[src/rtl/memory_master_pkg.sv]
// Shared types and constants for the memory burst master.
//   state_t     : burst FSM states
//   op_t        : command opcode (cmd_write value)
//   WORD_STRIDE : byte distance between consecutive words
//   word_align  : clears the byte-offset bits of an address
package memory_master_pkg;

  localparam int unsigned ADDR_W      = 32;
  localparam int unsigned DATA_W      = 32;
  localparam int unsigned WORD_STRIDE = 4;

  typedef enum logic [2:0] {
    IDLE,
    RD_REQ,
    RD_WAIT,
    RD_HOLD,
    WR_DATA,
    WR_REQ,
    WR_WAIT,
    DONE
  } state_t;

  typedef enum logic {
    OP_READ  = 1'b0,
    OP_WRITE = 1'b1
  } op_t;

  function automatic logic [ADDR_W-1:0] word_align(input logic [ADDR_W-1:0] a);
    return {a[ADDR_W-1:2], 2'b00};
  endfunction

endpackage

[src/rtl/memory_burst_master_if.sv]
// Bus bundle of the memory burst master: command, write-data, read-data,
// status and memory-port signals.
//   modport master : the burst master itself
//   modport slave  : controller, data producer/consumer and memory side
interface memory_burst_master_if
  import memory_master_pkg::*;
#(
  parameter int unsigned LENGTH_WIDTH = 8
) ();

  logic                    cmd_valid;
  logic                    cmd_ready;
  logic                    cmd_write;
  logic [ADDR_W-1:0]       cmd_address;
  logic [LENGTH_WIDTH-1:0] cmd_length;

  logic [DATA_W-1:0]       wr_data;
  logic                    wr_valid;
  logic                    wr_ready;

  logic [DATA_W-1:0]       rd_data;
  logic                    rd_valid;
  logic                    rd_ready;

  logic                    done;
  logic                    error;

  logic                    memory_read;
  logic                    memory_write;
  logic [ADDR_W-1:0]       address;
  logic [DATA_W-1:0]       write_data;
  logic [DATA_W-1:0]       read_sync;
  logic                    sync_read_response;
  logic                    sync_write_response;

  modport master (
    input  cmd_valid, cmd_write, cmd_address, cmd_length,
    input  wr_data, wr_valid, rd_ready,
    input  read_sync, sync_read_response, sync_write_response,
    output cmd_ready, wr_ready, rd_data, rd_valid, done, error,
    output memory_read, memory_write, address, write_data
  );

  modport slave (
    output cmd_valid, cmd_write, cmd_address, cmd_length,
    output wr_data, wr_valid, rd_ready,
    output read_sync, sync_read_response, sync_write_response,
    input  cmd_ready, wr_ready, rd_data, rd_valid, done, error,
    input  memory_read, memory_write, address, write_data
  );

endinterface

[src/rtl/memory_master_timeout.sv]
// Restartable down-counter that flags a memory response wait as expired.
//   clk, reset : clock, async active-low reset
//   start      : reload (asserted in the request cycle before the wait)
//   active     : wait in progress, count down
//   expire_c   : high in the last wait cycle if no response has ended it
module memory_master_timeout #(
  parameter int unsigned TIMEOUT_CYCLES = 16
) (
  input  logic clk,
  input  logic reset,
  input  logic start,
  input  logic active,
  output logic expire_c
);

  localparam int unsigned CNT_W = (TIMEOUT_CYCLES > 1) ? $clog2(TIMEOUT_CYCLES) : 1;

  logic [CNT_W-1:0] count_q;

  // Loads N-1 so the N-th wait cycle sees zero.
  always_ff @(posedge clk or negedge reset) begin
    if (!reset) begin
      count_q <= '0;
    end else if (start) begin
      count_q <= CNT_W'(TIMEOUT_CYCLES - 1);
    end else if (active && (count_q != '0)) begin
      count_q <= count_q - CNT_W'(1);
    end
  end

  assign expire_c = active && (count_q == '0);

endmodule

[src/rtl/memory_burst_master.sv]
// Burst initiator for the word-addressed synchronous memory port.
// Takes read/write burst commands (cmd_length+1 words), issues one
// memory_read/memory_write strobe per word and streams data over the
// wr_*/rd_* valid/ready channels. done pulses on completion.
//   clk, reset : clock, async active-low reset
//   bus        : memory_burst_master_if.master (command, data, status, memory)
// Build option: MEMORY_MASTER_TIMEOUT_EN aborts a wait after TIMEOUT_CYCLES
// without a response and pulses error; without it error stays 0.
module memory_burst_master
  import memory_master_pkg::*;
#(
  parameter int unsigned TIMEOUT_CYCLES = 16,
  parameter int unsigned LENGTH_WIDTH   = 8
) (
  input logic                   clk,
  input logic                   reset,
  memory_burst_master_if.master bus
);

  state_t                  state_q, state_d;
  logic [ADDR_W-1:0]       addr_q;
  logic [LENGTH_WIDTH-1:0] remaining_q;
  logic [DATA_W-1:0]       rd_data_q;
  logic [DATA_W-1:0]       write_data_q;

  logic cmd_ready_q, wr_ready_q, rd_valid_q, done_q, error_q;
  logic memory_read_q, memory_write_q;

  logic load_cmd, rd_capture, wr_capture, advance, abort;
  logic last_word;
  logic tmo_expire_c;

  assign last_word = (remaining_q == '0);

`ifdef MEMORY_MASTER_TIMEOUT_EN
  logic tmo_start, tmo_active;
  assign tmo_start  = (state_q == RD_REQ)  || (state_q == WR_REQ);
  assign tmo_active = (state_q == RD_WAIT) || (state_q == WR_WAIT);

  memory_master_timeout #(
    .TIMEOUT_CYCLES(TIMEOUT_CYCLES)
  ) u_timeout (
    .clk     (clk),
    .reset   (reset),
    .start   (tmo_start),
    .active  (tmo_active),
    .expire_c(tmo_expire_c)
  );
`else
  logic unused_timeout;
  assign unused_timeout = ^TIMEOUT_CYCLES;
  assign tmo_expire_c   = 1'b0;
`endif

  // State register.
  always_ff @(posedge clk or negedge reset) begin
    if (!reset) state_q <= IDLE;
    else        state_q <= state_d;
  end

  // Next state and datapath enables; handshakes use the visible registered outputs.
  always_comb begin
    state_d    = state_q;
    load_cmd   = 1'b0;
    rd_capture = 1'b0;
    wr_capture = 1'b0;
    advance    = 1'b0;
    abort      = 1'b0;
    case (state_q)
      IDLE: begin
        if (bus.cmd_valid && cmd_ready_q) begin
          load_cmd = 1'b1;
          state_d  = (op_t'(bus.cmd_write) == OP_WRITE) ? WR_DATA : RD_REQ;
        end
      end
      RD_REQ:  state_d = RD_WAIT;
      RD_WAIT: begin
        // A response wins over expiry in the final count cycle.
        if (bus.sync_read_response) begin
          rd_capture = 1'b1;
          state_d    = RD_HOLD;
        end else if (tmo_expire_c) begin
          abort   = 1'b1;
          state_d = IDLE;
        end
      end
      RD_HOLD: begin
        if (rd_valid_q && bus.rd_ready) begin
          advance = !last_word;
          state_d = last_word ? DONE : RD_REQ;
        end
      end
      WR_DATA: begin
        if (wr_ready_q && bus.wr_valid) begin
          wr_capture = 1'b1;
          state_d    = WR_REQ;
        end
      end
      WR_REQ:  state_d = WR_WAIT;
      WR_WAIT: begin
        if (bus.sync_write_response) begin
          advance = !last_word;
          state_d = last_word ? DONE : WR_DATA;
        end else if (tmo_expire_c) begin
          abort   = 1'b1;
          state_d = IDLE;
        end
      end
      DONE:    state_d = IDLE;
      default: state_d = IDLE;
    endcase
  end

  // Registered status/strobe outputs, decoded from the next state.
  always_ff @(posedge clk or negedge reset) begin
    if (!reset) begin
      cmd_ready_q    <= 1'b0;
      wr_ready_q     <= 1'b0;
      rd_valid_q     <= 1'b0;
      done_q         <= 1'b0;
      error_q        <= 1'b0;
      memory_read_q  <= 1'b0;
      memory_write_q <= 1'b0;
    end else begin
      cmd_ready_q    <= (state_d == IDLE);
      wr_ready_q     <= (state_d == WR_DATA);
      rd_valid_q     <= (state_d == RD_HOLD);
      done_q         <= (state_d == DONE);
      error_q        <= abort;
      memory_read_q  <= (state_d == RD_REQ);
      memory_write_q <= (state_d == WR_REQ);
    end
  end

  // Address, word counter and data holding registers.
  always_ff @(posedge clk or negedge reset) begin
    if (!reset) begin
      addr_q       <= '0;
      remaining_q  <= '0;
      rd_data_q    <= '0;
      write_data_q <= '0;
    end else begin
      if (load_cmd) begin
        addr_q      <= word_align(bus.cmd_address);
        remaining_q <= bus.cmd_length;
      end else if (advance) begin
        addr_q      <= addr_q + ADDR_W'(WORD_STRIDE);
        remaining_q <= remaining_q - LENGTH_WIDTH'(1);
      end
      if (rd_capture) rd_data_q    <= bus.read_sync;
      if (wr_capture) write_data_q <= bus.wr_data;
    end
  end

  assign bus.cmd_ready    = cmd_ready_q;
  assign bus.wr_ready     = wr_ready_q;
  assign bus.rd_valid     = rd_valid_q;
  assign bus.rd_data      = rd_data_q;
  assign bus.done         = done_q;
  assign bus.error        = error_q;
  assign bus.memory_read  = memory_read_q;
  assign bus.memory_write = memory_write_q;
  assign bus.address      = addr_q;
  assign bus.write_data   = write_data_q;

endmodule

[src/flat_wrapper.sv]
// flat-port wrapper written by rule: the top's interface ports become plain ports
module memory_burst_master_flat import memory_master_pkg::*;
#(
  parameter int unsigned TIMEOUT_CYCLES = 16,
  parameter int unsigned LENGTH_WIDTH   = 8
)
  (clk, reset, bus_cmd_valid, bus_cmd_write, bus_cmd_address, bus_cmd_length, bus_wr_data, bus_wr_valid, bus_rd_ready, bus_read_sync, bus_sync_read_response, bus_sync_write_response, bus_cmd_ready, bus_wr_ready, bus_rd_data, bus_rd_valid, bus_done, bus_error, bus_memory_read, bus_memory_write, bus_address, bus_write_data);
  memory_burst_master_if #(.LENGTH_WIDTH(LENGTH_WIDTH)) bus_i ();
  input logic clk;
  input logic reset;
  input wire logic [$bits(bus_i.cmd_valid)-1:0] bus_cmd_valid;
  input wire logic [$bits(bus_i.cmd_write)-1:0] bus_cmd_write;
  input wire logic [$bits(bus_i.cmd_address)-1:0] bus_cmd_address;
  input wire logic [$bits(bus_i.cmd_length)-1:0] bus_cmd_length;
  input wire logic [$bits(bus_i.wr_data)-1:0] bus_wr_data;
  input wire logic [$bits(bus_i.wr_valid)-1:0] bus_wr_valid;
  input wire logic [$bits(bus_i.rd_ready)-1:0] bus_rd_ready;
  input wire logic [$bits(bus_i.read_sync)-1:0] bus_read_sync;
  input wire logic [$bits(bus_i.sync_read_response)-1:0] bus_sync_read_response;
  input wire logic [$bits(bus_i.sync_write_response)-1:0] bus_sync_write_response;
  output wire logic [$bits(bus_i.cmd_ready)-1:0] bus_cmd_ready;
  output wire logic [$bits(bus_i.wr_ready)-1:0] bus_wr_ready;
  output wire logic [$bits(bus_i.rd_data)-1:0] bus_rd_data;
  output wire logic [$bits(bus_i.rd_valid)-1:0] bus_rd_valid;
  output wire logic [$bits(bus_i.done)-1:0] bus_done;
  output wire logic [$bits(bus_i.error)-1:0] bus_error;
  output wire logic [$bits(bus_i.memory_read)-1:0] bus_memory_read;
  output wire logic [$bits(bus_i.memory_write)-1:0] bus_memory_write;
  output wire logic [$bits(bus_i.address)-1:0] bus_address;
  output wire logic [$bits(bus_i.write_data)-1:0] bus_write_data;
  assign bus_i.cmd_valid = bus_cmd_valid;
  assign bus_i.cmd_write = bus_cmd_write;
  assign bus_i.cmd_address = bus_cmd_address;
  assign bus_i.cmd_length = bus_cmd_length;
  assign bus_i.wr_data = bus_wr_data;
  assign bus_i.wr_valid = bus_wr_valid;
  assign bus_i.rd_ready = bus_rd_ready;
  assign bus_i.read_sync = bus_read_sync;
  assign bus_i.sync_read_response = bus_sync_read_response;
  assign bus_i.sync_write_response = bus_sync_write_response;
  assign bus_cmd_ready = bus_i.cmd_ready;
  assign bus_wr_ready = bus_i.wr_ready;
  assign bus_rd_data = bus_i.rd_data;
  assign bus_rd_valid = bus_i.rd_valid;
  assign bus_done = bus_i.done;
  assign bus_error = bus_i.error;
  assign bus_memory_read = bus_i.memory_read;
  assign bus_memory_write = bus_i.memory_write;
  assign bus_address = bus_i.address;
  assign bus_write_data = bus_i.write_data;
  memory_burst_master #(.TIMEOUT_CYCLES(TIMEOUT_CYCLES), .LENGTH_WIDTH(LENGTH_WIDTH)) u_core (.clk(clk), .reset(reset), .bus(bus_i));
endmodule
[config.mk]
export PLATFORM = sky130hd
export DESIGN_NAME = memory_burst_master_flat
export DESIGN_NICKNAME = d
export VERILOG_FILES = /design/src/rtl/memory_master_pkg.sv /design/src/rtl/memory_burst_master_if.sv /design/src/rtl/memory_master_timeout.sv /design/src/rtl/memory_burst_master.sv /design/src/flat_wrapper.sv
export SDC_FILE = /design/constraint.sdc
export NUM_CORES = 1
export LEC_CHECK = 0
export BUFFER_PORTS_ARGS = -buffer_cell sky130_fd_sc_hd__buf_4
export CORE_ASPECT_RATIO = 2
export CORE_UTILIZATION = 48
export DETAILED_ROUTE_END_ITERATION = 10
export PLACE_DENSITY = 0.77
export SETUP_SLACK_MARGIN = 0.3
export SLEW_MARGIN = 30
export SYNTH_ARGS = -nofsm -noshare
export SYNTH_HDL_FRONTEND = slang
export SYNTH_SLANG_ARGS = --single-unit
[constraint.sdc]
create_clock -name clk -period 2.6 [get_ports clk]
set_input_delay 0.52 -clock clk [delete_from_list [all_inputs] [get_ports clk]]
set_output_delay 0.52 -clock clk [all_outputs]
set_load 0.05 [all_outputs]
## Word-level counts from Yosys, hierarchy flattened

Index checks and enable logic that the tools add are counted.

- Bits in registers: 113
- Input bits: 112
- Output and inout port bits: 103
- Word-level logic and storage cells: 55

- $add $sub $neg: 2
- Equal/unequal tests: 12
- Mux-type cells: 22
- Reduce and logical (&&, ||, !) cells: 8

Operators by type and width:

| operator | number |
|---|---|
| $mux W32 | 2 |
| $add A32 B3 Y32 const B | 1 |
| $pmux W3 S8 | 1 |
| $eq A3 B3 Y1 const B | 7 |
| $mux W3 | 7 |
| $mux W8 | 2 |
| $eq A3 B2 Y1 const B | 3 |
| $logic_not A8 Y1 | 1 |
| $mux W1 | 8 |
| $sub A8 B1 Y8 const B | 1 |
| $eq A3 B1 Y1 const B | 2 |
| $logic_not A3 Y1 | 2 |
| $logic_and A1 B1 Y1 | 3 |
| $mux W2 | 1 |
| $pmux W1 S2 | 1 |
| $reduce_bool A2 Y1 | 1 |
| $logic_not A1 Y1 | 1 |

## Logic depth before layout (Yosys ltp)

Gate-level depths: netlist of run 1.

- Depth in word-level cells: 6
- Depth in mapped cells: 8
- Depth with buffers taken out: 7

## Worst setup path after synthesis of run 1

Ideal clock, no wire load.

- Kind: reg2reg
- Start point: reg u_core.addr_q[2], in the netlist u_core.bus.address[2]
- End point: reg u_core.addr_q[21], in the netlist u_core.bus.address[21]
- Setup time: 135 ps
- Arrival time: 1856 ps
- Required time: 2465 ps
- Slack: 610 ps
- Stages on the path, launching flop included: 7
- Path buffers: 1
- Clock period less this slack: 1990 ps
- Path through: dfrtp_1 -> and2_1 -> clkbuf_1 -> o2111a_1 -> nor4b_1 -> xnor2_1 -> o21ai_0

- Cells in the longest elaborated chain, start to end: 3

RTL lines:

| element | line | source |
|---|---|---|
| from (decl) | memory_burst_master.sv:21 | `logic [ADDR_W-1:0] addr_q;` |
| from (signal assigned) | memory_burst_master.sv:144 | `addr_q <= word_align(bus.cmd_address);` |
| from (signal assigned) | memory_burst_master.sv:147 | `addr_q <= addr_q + ADDR_W'(WORD_STRIDE);` |
| $add A32 B3 Y32 | memory_burst_master.sv:147 |  |
| $mux W32 | memory_burst_master.sv:146 | `end else if (advance) begin` |
| $mux W32 | memory_burst_master.sv:143 | `if (load_cmd) begin` |

Every way passes these cells. The select of a mux whose other input is x is not followed.
A chain may end at the register's enable or synchronous reset.

## Worst setup path after layout of run 1

- Start point: reg u_core.remaining_q[0]
- End point: reg u_core.addr_q[6], in the netlist u_core.bus.address[6]

- Cells in the longest elaborated chain, start to end: 5
- Elaborated cells between the ends (all ways): 6
- Classes of those cells: mux: 3; reduce/logical: 3

RTL lines:

| element | line | source |
|---|---|---|
| from (decl) | memory_burst_master.sv:22 | `logic [LENGTH_WIDTH-1:0] remaining_q;` |
| from (signal assigned) | memory_burst_master.sv:145 | `remaining_q <= bus.cmd_length;` |
| from (signal assigned) | memory_burst_master.sv:148 | `remaining_q <= remaining_q - LENGTH_WIDTH'(1);` |
| $logic_not A8 Y1 * | memory_burst_master.sv:33 | `assign last_word = (remaining_q == '0);` |
| $logic_not A1 Y1 * | memory_burst_master.sv:89, memory_burst_master.sv:102 |  |
| $mux W1, on equally long branches | memory_burst_master.sv:101, memory_burst_master.sv:88 |  |
| $pmux W1 S2 * | memory_burst_master.sv:69 | `case (state_q)` |
| $reduce_bool A2 Y1 (no line) * | -- |  |

Mark *: on every way between the ends. The rest lies on a longest branch, timed or not.

==> flow_summary.json, run 1 <==
{
  "slew_viol_final": 0,
  "gate_count_after_technology_mapping": 500,
  "initial_utilization_pct": 49.73,
  "pwr-share-clk_pct": 19.3,
  "hold_violations": 0,
  "p_int_mw": 4.090,
  "gr-usage-all-layers_pct": 25.36,
  "timing.reg2reg.setup_slack_ns": 0.44,
  "wire_per_inst_um": 16.10,
  "grt_antenna_before_repair": 0,
  "buffer_ports.inserted": 209,
  "cts.clk_slew.worst_paths_ns": 0.08,
  "power.share.switching_pct": 43.47,
  "timing.rr.start": "u_core.remaining_q[0]",
  "place_congestion": 0.8024,
  "finalWirelength_um": 13560,
  "unrepaired_setup_endpoints_after_global_routing": "false",
  "overflow": 0,
  "postSynthRegisterBits": 111,
  "worst_clock_skew_ns": 0.01135,
  "critical_path.cell_chain": "inv_1 -> ha_1 -> or3b_2 -> o221a_2 -> nand4_1 -> xor2_1 -> o21ai_0",
  "drt_iter0_drc": 215,
  "synthToLayoutAreaGrowth_pct": 39.51,
  "min-delay-path-class": "in2async",
  "floorplan.die.width_um": 74.74,
  "worst_path_largest_cell_delay_ns": 0.52,
  "ys_async_sr_fraction_pct": 100.0,
  "synthesis.area_sq_mm": 0.005080,
  "reg2reg_to": "u_core.bus.address[6]",
  "num_vias": 4405,
  "synth_warnings": 0,
  "setup_tns_ns": 0,
  "crit_slowest_cell": "sky130_fd_sc_hd__or3b_2",
  "number_of_buffers_added_by_the_clock_tree_synthesis_step": 9,
  "post-route-min-period_ns": 2.163,
  "crit_path_end_kind": "flop",
  "power_density_mw_per_mm2": 1021,
  "drt-vias-per-instance": 5.232,
  "clock_sinks": 111,
  "clock_path_buffers": 2,
  "worst_hold_slack_ns": 0.1857,
  "netlist_top_cells_area": "sky130_fd_sc_hd__dfrtp_1, sky130_fd_sc_hd__nand2_1, sky130_fd_sc_hd__mux2_2",
  "tritoncts_clock_tree": "built",
  "setup.worst_path.end": "u_core.bus.address[6]",
  "power.static_leakage_nw": 3.464,
  "critPathLaunchType": "flop",
  "maxSlewHeadroom_pct": 59.02,
  "max-cap-violations": 0,
  "worst_ir_drop_vdd_mv": 0.6547,
  "antenna-diode-count": 0,
  "die-area_sq_mm": 0.01102,
  "synthDominantAreaCellType": "sky130_fd_sc_hd__dfrtp_1",
  "final_setup_violation_count": 0,
  "top_level_pins": 215,
  "cp-startpoint": "u_core.remaining_q[0]",
  "most_common_cell_in_the_netlist": "sky130_fd_sc_hd__nand2_1",
  "post_route_antenna_net_violation_count": 0,
  "tightest_slew_ns": 0.6147,
  "maximum_number_of_pins_on_one_net_before_global_route_repair": 49,
  "layout-drive-gt1-share_pct": 39.32,
  "synth-edff-count": 0,
  "die_height_um": 147.5,
  "synth_cell_types": 52,
  "pwr-share-seq_pct": 35.7,
  "criticalPathCategory": "reg2reg",
  "p_switching_mw": 3.145,
  "route.detailed.drc": 0,
  "core_area_sq_mm": 0.01021,
  "clock-root-buffer": "sky130_fd_sc_hd__clkbuf_16",
  "synth_top_area_share_pct": 54.68,
  "pwr-share-comb_pct": 45.0,
  "first_global_vias": 4525,
  "period_share_pct": 83.19,
  "detailedPlacementHpwl_um": 10400,
  "synth_top_flop_cell": "sky130_fd_sc_hd__dfrtp_1",
  "row_count": 52,
  "maximum_fanout_along_the_worst_path": 12,
  "clock_latency_ns": 0.34,
  "layout.nets": 817,
  "grt_pass1_wl_um": 21270,
  "cts_setup_buffers": 0,
  "worst_ep_arrival_time_ns": 2.36,
  "htree_num_levels": 3,
  "synth_sequential_area_ratio_pct": 54.68,
  "clock.fmax_mhz": 462.3,
  "drtPass1Iterations": 4,
  "ys_top_cells_by_count": "sky130_fd_sc_hd__nand2_1, sky130_fd_sc_hd__dfrtp_1, sky130_fd_sc_hd__mux2_2",
  "worst-r2r-cell-count": 7,
  "outcome": "finished clean",
  "average_footprint_of_a_synthesized_cell_sq_um": 10.16,
  "wp_data_required_ns": 2.80
}
==> registers in the layout, summed over array words and instances, names as in the netlist <==
name / cells
u_core.bus.rd_valid: 1
u_core.bus.cmd_ready: 1
u_core.remaining_q: 8
u_core.bus.memory_read: 1
u_core.bus.rd_data: 32
u_core.bus.address: 30
u_core.bus.done: 1
u_core.state_q: 3
u_core.bus.write_data: 32
u_core.bus.wr_ready: 1
u_core.bus.memory_write: 1
==> layer usage <==
metal | global-route usage [%] | up-vias | part of all wire, %
li1 | - | 2100 | -
met1 | 26.19 | 2082 | 34
met2 | 47.39 | 198 | 57
met3 | 5.112 | 25 | 6.3
met4 | 10.28 | 0 | 2.7
met5 | 0 | - | 0
==> layout by cell type (no fill, tap or decap), types with 11 or more instances in the layout <==
cell and instances:
sky130_fd_sc_hd__nand2_1 137, sky130_fd_sc_hd__o21ai_0 19, sky130_fd_sc_hd__mux2_2 30, sky130_fd_sc_hd__dfrtp_1 111, sky130_fd_sc_hd__xnor2_1 22, sky130_fd_sc_hd__nand3_1 14, sky130_fd_sc_hd__xor2_1 11, sky130_fd_sc_hd__nor2_1 16
sky130_fd_sc_hd__o21ai_1 12, sky130_fd_sc_hd__buf_4 219
==> cell families (layout without fill, tap and decap cells) <==
kind of cell	after synthesis	after routing	synth area share, %
buffers and inverters	38	243	3.547
flip-flops	111	111	54.68
AO/OA/AOI/OAI	51	51	6.207
adder cells (fa/ha/maj)	3	3	0.7390
other	1	3	0.07382
AND/OR/NAND/NOR	231	231	21.97
multiplexers	32	32	7.093
XOR/XNOR	33	33	5.690
==> repair_timing <==
action / in CTS / in global routing
gates resized for setup: 0 / 1
endpoints found under the setup margin: 0 / 6
hold buffers: 0 / 0
endpoints found under the hold margin: 0 / 0
==> final cells by class <==
cell class / instances / area [sq um]
tap: 135 / 168.9
sequential: 111 / 2778
clock inverter: 6 / 75.07
timing repair buffer: 220 / 1664
fill: 806 / 3128
clock buffer: 10 / 229.0
inverter: 7 / 26.28
multi-input combinational: 353 / 2146
==> critical path: cells and delay by family, from the launching register on <==
| kind | cells | cell delay (ns) |
|---|---|---|
| AOI/OAI and AO/OA | 2 | 0.51 |
| and+or+nand+nor | 2 | 0.67 |
| xor gates and xnor gates | 1 | 0.18 |
| adders and majority gates | 1 | 0.15 |
| DFF | 1 | 0.42 |
| buffers and inverters | 1 | 0.10 |
==> stage by stage <==
stage / power, mW / setup slack (ns) / util (%) / cell area [sq um] / instances
6_report: 7.235 / 0.4369 / 69.38 / 7087 / 842
3_3_place_gp: 5.785 / 0.4144 / 66.40 / 6783 / 826
2_1_floorplan: 4.761 / 0.6098 / - / 5087 / 502
5_1_grt: 7.573 / 0.3028 / 69.38 / 7087 / 842
3_5_place_dp: 5.883 / 0.3788 / 66.40 / 6783 / 826
4_1_cts: 7.299 / 0.3623 / 69.38 / 7087 / 842
==> power by group through the flow <==
| stage | Clock (mW) | Sequential (mW) | Combinational, mW |
|---|---|---|---|
| after floorplan | 0 | 3.87 | 0.894 |
| after global placement | 0 | 2.57 | 3.21 |
| after detailed placement | 0 | 2.61 | 3.27 |
| after CTS | 1.44 | 2.58 | 3.28 |
| after global routing | 1.52 | 2.64 | 3.42 |
| final | 1.40 | 2.58 | 3.25 |
==> worst min path at each step <==
stage                                         start                   endpoint  slack (ns)  cells after the start
after floorplan                               reset     u_core.bus.address[10]        0.22                      0
after global placement    u_core.bus.write_data[31]  u_core.bus.write_data[31]        0.46                      2
after detailed placement   u_core.bus.write_data[9]   u_core.bus.write_data[9]        0.46                      2
after CTS                                     reset     u_core.bus.address[15]        0.21                      1
after global routing                          reset     u_core.bus.address[17]        0.23                      1
final                                         reset     u_core.bus.address[17]        0.19                      1
No activity file was read; power rests on OpenSTA's default activity.
==> run 2: changes to the inputs <==
Clock period 2.6 ns to 2.14 ns, I/O delays scaled along.
==> flow_summary.json, run 2 (same netlist as run 1, synthesis figures left out) <==
{
  "max-cap-violations": 0,
  "tritoncts_clock_tree": "built",
  "slew_viol_final": 0,
  "finish.cell_count_without_fillers": 858,
  "maxSlewHeadroom_pct": 60.73,
  "clock_sinks": 111,
  "pre_cts_slack_ns": 0.1532,
  "layout.nets": 834,
  "grt_antenna_before_repair": 0,
  "drtPass1Iterations": 4,
  "maximum_fanout_along_the_worst_path": 7,
  "sequential_cell_area_sq_mm": 0.002801,
  "buffer_ports.inserted": 209,
  "global_route.usage.met3_pct": 5.453,
  "post_route_antenna_net_violation_count": 0,
  "initial_utilization_pct": 49.73,
  "die_height_um": 147.5,
  "outcome": "finished clean",
  "tightest_slew_ns": 0.5890,
  "wp_data_required_ns": 2.36,
  "clock_latency_ns": 0.34,
  "criticalPathCategory": "reg2reg",
  "finalWirelength_um": 14280,
  "period_share_pct": 89.87,
  "drt-vias-per-instance": 5.269,
  "num_vias": 4521,
  "synthToLayoutAreaGrowth_pct": 45.12,
  "timing.rr.start": "u_core.remaining_q[0]",
  "place_congestion": 0.8287,
  "critPathLaunchType": "flop",
  "n_fill_cell": 755,
  "final_cell_mix": "sky130_fd_sc_hd__buf_4, sky130_fd_sc_hd__nand2_1, sky130_fd_sc_hd__dfrtp_1, sky130_fd_sc_hd__mux2_2, sky130_fd_sc_hd__xnor2_1",
  "grt_pass1_wl_um": 21540,
  "cts.clk_slew.worst_paths_ns": 0.08,
  "clock_path_buffers": 2,
  "core_area_sq_mm": 0.01021,
  "worst-r2r-cell-count": 8,
  "htree_num_levels": 3,
  "min-delay-path-class": "in2async",
  "row_count": 52,
  "timing.reg2reg.setup_slack_ns": 0.22,
  "route.detailed.drc": 0,
  "unrepaired_setup_endpoints_after_global_routing": "true",
  "setup_ws_post_layout_ns": 0.2167,
  "number_of_buffers_added_by_the_clock_tree_synthesis_step": 9,
  "hold_buffers": 0,
  "numPlacedInstances": 839,
  "power.static_leakage_nw": 3.511,
  "top_level_pins": 215,
  "cp-startpoint": "u_core.remaining_q[0]",
  "maximum_number_of_pins_on_one_net_before_global_route_repair": 60,
  "multi_input_comb_area_sq_mm": 0.002298,
  "worst_ir_drop_vdd_mv": 0.8192,
  "setup.worst_path.end": "u_core.bus.address[9]",
  "detailedPlacementHpwl_um": 10420,
  "layout-drive-gt1-share_pct": 46.47,
  "worst_ep_arrival_time_ns": 2.14,
  "drt_iter0_drc": 246,
  "use_met2_pct": 47.66,
  "post-route-min-period_ns": 1.923,
  "wire_per_inst_um": 16.65,
  "layout_commonest_cell": "sky130_fd_sc_hd__buf_4",
  "power_density_mw_per_mm2": 1222,
  "crit_path_end_kind": "flop",
  "worst_clock_skew_ns": 0.01077,
  "hold_violations": 0,
  "clock.fmax_mhz": 519.9,
  "gr-usage-all-layers_pct": 25.79,
  "clock-root-buffer": "sky130_fd_sc_hd__clkbuf_16",
  "overflow": 0,
  "globalRouteMet1Util_pct": 26.47,
  "reg2reg_to": "u_core.bus.address[9]",
  "first_global_vias": 4604,
  "floorplan.die.width_um": 74.74,
  "antenna-diode-count": 0,
  "globalRoute.busiestLayer": "met2",
  "final_setup_violation_count": 0,
  "setup_tns_ns": 0,
  "post-layout-total-power_mw": 9.010,
  "die-area_sq_mm": 0.01102
}
run 2: final cells by class:
type | instances | area share, %
inverter | 7 | 0.3564
sequential | 111 | 38.00
multi-input combinational | 354 | 31.18
clock inverter | 6 | 0.6110
clock buffer | 9 | 3.055
tap | 135 | 2.291
timing repair buffer | 236 | 24.51
run 2: repair_timing:
action	CTS	global route
endpoints found under the setup margin	27	46
pin swaps	6	8
gates cloned	0	1
resized for setup	13	17
buffers inserted	1	2
run 2: routing by layer:
metal | vias up | part of all wire, %
li1 | 2134 | -
met1 | 2182 | 36
met2 | 177 | 56
met3 | 28 | 5.5
met4 | 0 | 2.4
met5 | - | 0
run 2: critical path, stage by stage, from the launching register on:
cell and delay, ns:
sky130_fd_sc_hd__dfrtp_1 0.39, sky130_fd_sc_hd__inv_2 0.09, sky130_fd_sc_hd__ha_4 0.13, sky130_fd_sc_hd__or3b_4 0.40
sky130_fd_sc_hd__o221a_4 0.32, sky130_fd_sc_hd__buf_6 0.14, sky130_fd_sc_hd__nand4_1 0.10, sky130_fd_sc_hd__xor2_1 0.16
sky130_fd_sc_hd__o21ai_1 0.07
run 2: through the flow:
step	hold slack (ns)	instance area (sq um)	util (%)
finish	0.06815	7372	72.17
floorplan	0.1324	5130	-
global placement	0.4543	6923	67.77
global route	0.1086	7372	72.17
detailed placement	0.4594	6923	67.77
CTS	0.08860	7258	71.06
run 2: worst min path at each step:
stage | start | end | cells past startpoint
after global routing | reset | u_core.bus.address[13] | 1
after global placement | reset | u_core.bus.rd_data[29] | 1
after CTS | reset | u_core.bus.address[14] | 1
after floorplan | reset | u_core.bus.address[10] | 0
final | reset | u_core.bus.address[10] | 1
after detailed placement | reset | u_core.bus.address[14] | 1
run 2: power by group:
part	internal, mW	total, mW	switching [mW]
Combinational	1.57	4.30	2.73
Sequential	2.68	3.13	0.451
Clock	0.791	1.59	0.794
==> run 3: changes to the inputs <==
Settings changed: MAX_ROUTING_LAYER set to met4, PLACE_DENSITY 0.77 to 0.76.
==> flow_summary.json, run 3 (same netlist as run 1, synthesis figures left out) <==
{
  "finalWirelength_um": 14520,
  "worst_ep_arrival_time_ns": 2.24,
  "overflow": 0,
  "critical_path.cell_chain": "inv_2 -> ha_4 -> or3b_4 -> buf_6 -> o21ai_4 -> clkbuf_16 -> nor4_2 -> xnor2_1 -> o21ai_1",
  "layout_commonest_cell": "sky130_fd_sc_hd__buf_4",
  "cts.clk_slew.worst_paths_ns": 0.08,
  "clock_path_buffers": 2,
  "clock_latency_ns": 0.34,
  "pwr-share-comb_pct": 49.6,
  "crit_path_end_kind": "flop",
  "floorplan.die.width_um": 74.74,
  "max-cap-violations": 0,
  "power.share.switching_pct": 43.58,
  "numPlacedInstances": 837,
  "maximum_number_of_pins_on_one_net_before_global_route_repair": 60,
  "clock.fmax_mhz": 504.1,
  "outcome": "finished clean",
  "critical_path_buf_inv_count": 3,
  "pwr-share-clk_pct": 16.9,
  "core_area_sq_mm": 0.01021,
  "worst_clock_skew_ns": 0.01157,
  "setup_tns_ns": 0,
  "top_level_pins": 215,
  "post_route_antenna_net_violation_count": 0,
  "final_cell_mix": "sky130_fd_sc_hd__buf_4, sky130_fd_sc_hd__nand2_1, sky130_fd_sc_hd__dfrtp_1, sky130_fd_sc_hd__mux2_2",
  "gr-usage-all-layers_pct": 27.54,
  "place_congestion": 0.8671,
  "num_vias": 4609,
  "pwr-share-seq_pct": 33.4,
  "grt_antenna_before_repair": 0,
  "p_switching_mw": 4.068,
  "final_setup_violation_count": 0,
  "maxSlewHeadroom_pct": 61.50,
  "die_height_um": 147.5,
  "drtPass1Iterations": 4,
  "unrepaired_setup_endpoints_after_global_routing": "true",
  "route.detailed.drc": 0,
  "die-area_sq_mm": 0.01102,
  "detailedPlacementHpwl_um": 10480,
  "first_global_vias": 4871,
  "critPathTopFamily": "buffers and inverters",
  "critPathLaunchType": "flop",
  "initial_utilization_pct": 49.73,
  "tightest_slew_ns": 0.5775,
  "antenna-diode-count": 0,
  "crit_slowest_cell": "sky130_fd_sc_hd__dfrtp_1",
  "row_count": 52,
  "power.static_leakage_nw": 3.632,
  "number_of_buffers_added_by_the_clock_tree_synthesis_step": 9,
  "slew_viol_final": 0,
  "worst_ir_drop_vdd_mv": 0.9884,
  "layout.nets": 843,
  "hold_buffers": 0,
  "maximum_fanout_along_the_worst_path": 6,
  "criticalPathCategory": "reg2reg",
  "htree_num_levels": 3,
  "clock-root-buffer": "sky130_fd_sc_hd__clkbuf_16",
  "buffer_ports.inserted": 209,
  "worst_path_largest_cell_delay_ns": 0.41,
  "period_share_pct": 92.70,
  "wp_data_required_ns": 2.40,
  "power_density_mw_per_mm2": 1232,
  "drt_iter0_drc": 193,
  "clock_sinks": 111,
  "grt_pass1_wl_um": 22650,
  "synthToLayoutAreaGrowth_pct": 49.16,
  "post-route-min-period_ns": 1.984,
  "layout-drive-gt1-share_pct": 47.48,
  "p_int_mw": 5.266,
  "finish.cell_count_without_fillers": 868,
  "min-delay-path-class": "in2async",
  "tritoncts_clock_tree": "built",
  "hold_violations": 0,
  "drt-vias-per-instance": 5.310,
  "wire_per_inst_um": 16.72
}
[run 3: metrics by stage]
step | total power [mW] | setup slack (ns) | util [%] | cell area [sq um] | hold WS, ns
4_1_cts | 9.264 | 0.1739 | 72.67 | 7423 | 0.09621
2_1_floorplan | 5.828 | 0.2600 | - | 5130 | 0.1324
6_report | 9.334 | 0.1563 | 74.18 | 7577 | 0.07256
3_3_place_gp | 7.257 | 0.1054 | 68.12 | 6958 | 0.4595
3_5_place_dp | 7.387 | 0.07748 | 68.12 | 6958 | 0.4632
5_1_grt | 9.751 | 0.07004 | 74.18 | 7577 | 0.1113
[run 3: worst paths after layout]
check / cells after the start / to / from / slack, ns
hold / removal: 1 / u_core.bus.address[14] / reset / 0.07
max in group asynchronous: 2 / u_core.bus.address[6] / reset / 1.44
setup / recovery: 9 / u_core.bus.address[20] / u_core.remaining_q[0] / 0.16
hold reg to reg: 2 / u_core.bus.write_data[30] / u_core.bus.write_data[30] / 0.48
min in group clk: 3 / u_core.bus.write_data[2] / bus_wr_data[2] / 0.27
setup reg to reg: 9 / u_core.bus.address[20] / u_core.remaining_q[0] / 0.16
[run 3: layout make-up]
class	count	area, sq um
sequential	111	2801
fill	727	2638
multi-input combinational	353	2344
timing repair buffer	246	1963
clock buffer	11	232.7
tap	135	168.9
clock inverter	5	41.29
inverter	7	26.28
[run 3: metal layers]
| layer | part of all wire (%) | wire length (um) | global-route usage (%) | up-vias |
|---|---|---|---|---|
| li1 | - | - | - | 2145 |
| met1 | 36 | 5266 | 28.83 | 2248 |
| met2 | 55 | 7986 | 49.10 | 184 |
| met3 | 5.2 | 757 | 4.703 | 32 |
| met4 | 3.5 | 504 | 11.32 | 0 |
| met5 | 0 | 0 | - | - |
[run 3: what timing repair did]
item	CTS	global route
endpoints found under the hold margin	0	0
setup buffers	10	4
pin swaps	17	23
gates cloned	1	0
setup endpoints to repair	38	43
gates resized for setup	28	27
[run 3: power by group through the flow]
stage	sequential (mW)	clock, mW	combinational (mW)
detailed placement	3.14	0	4.24
finish	3.12	1.58	4.63
global placement	3.10	0	4.16
floorplan	4.72	0	1.11
CTS	3.11	1.61	4.54
global route	3.20	1.71	4.85
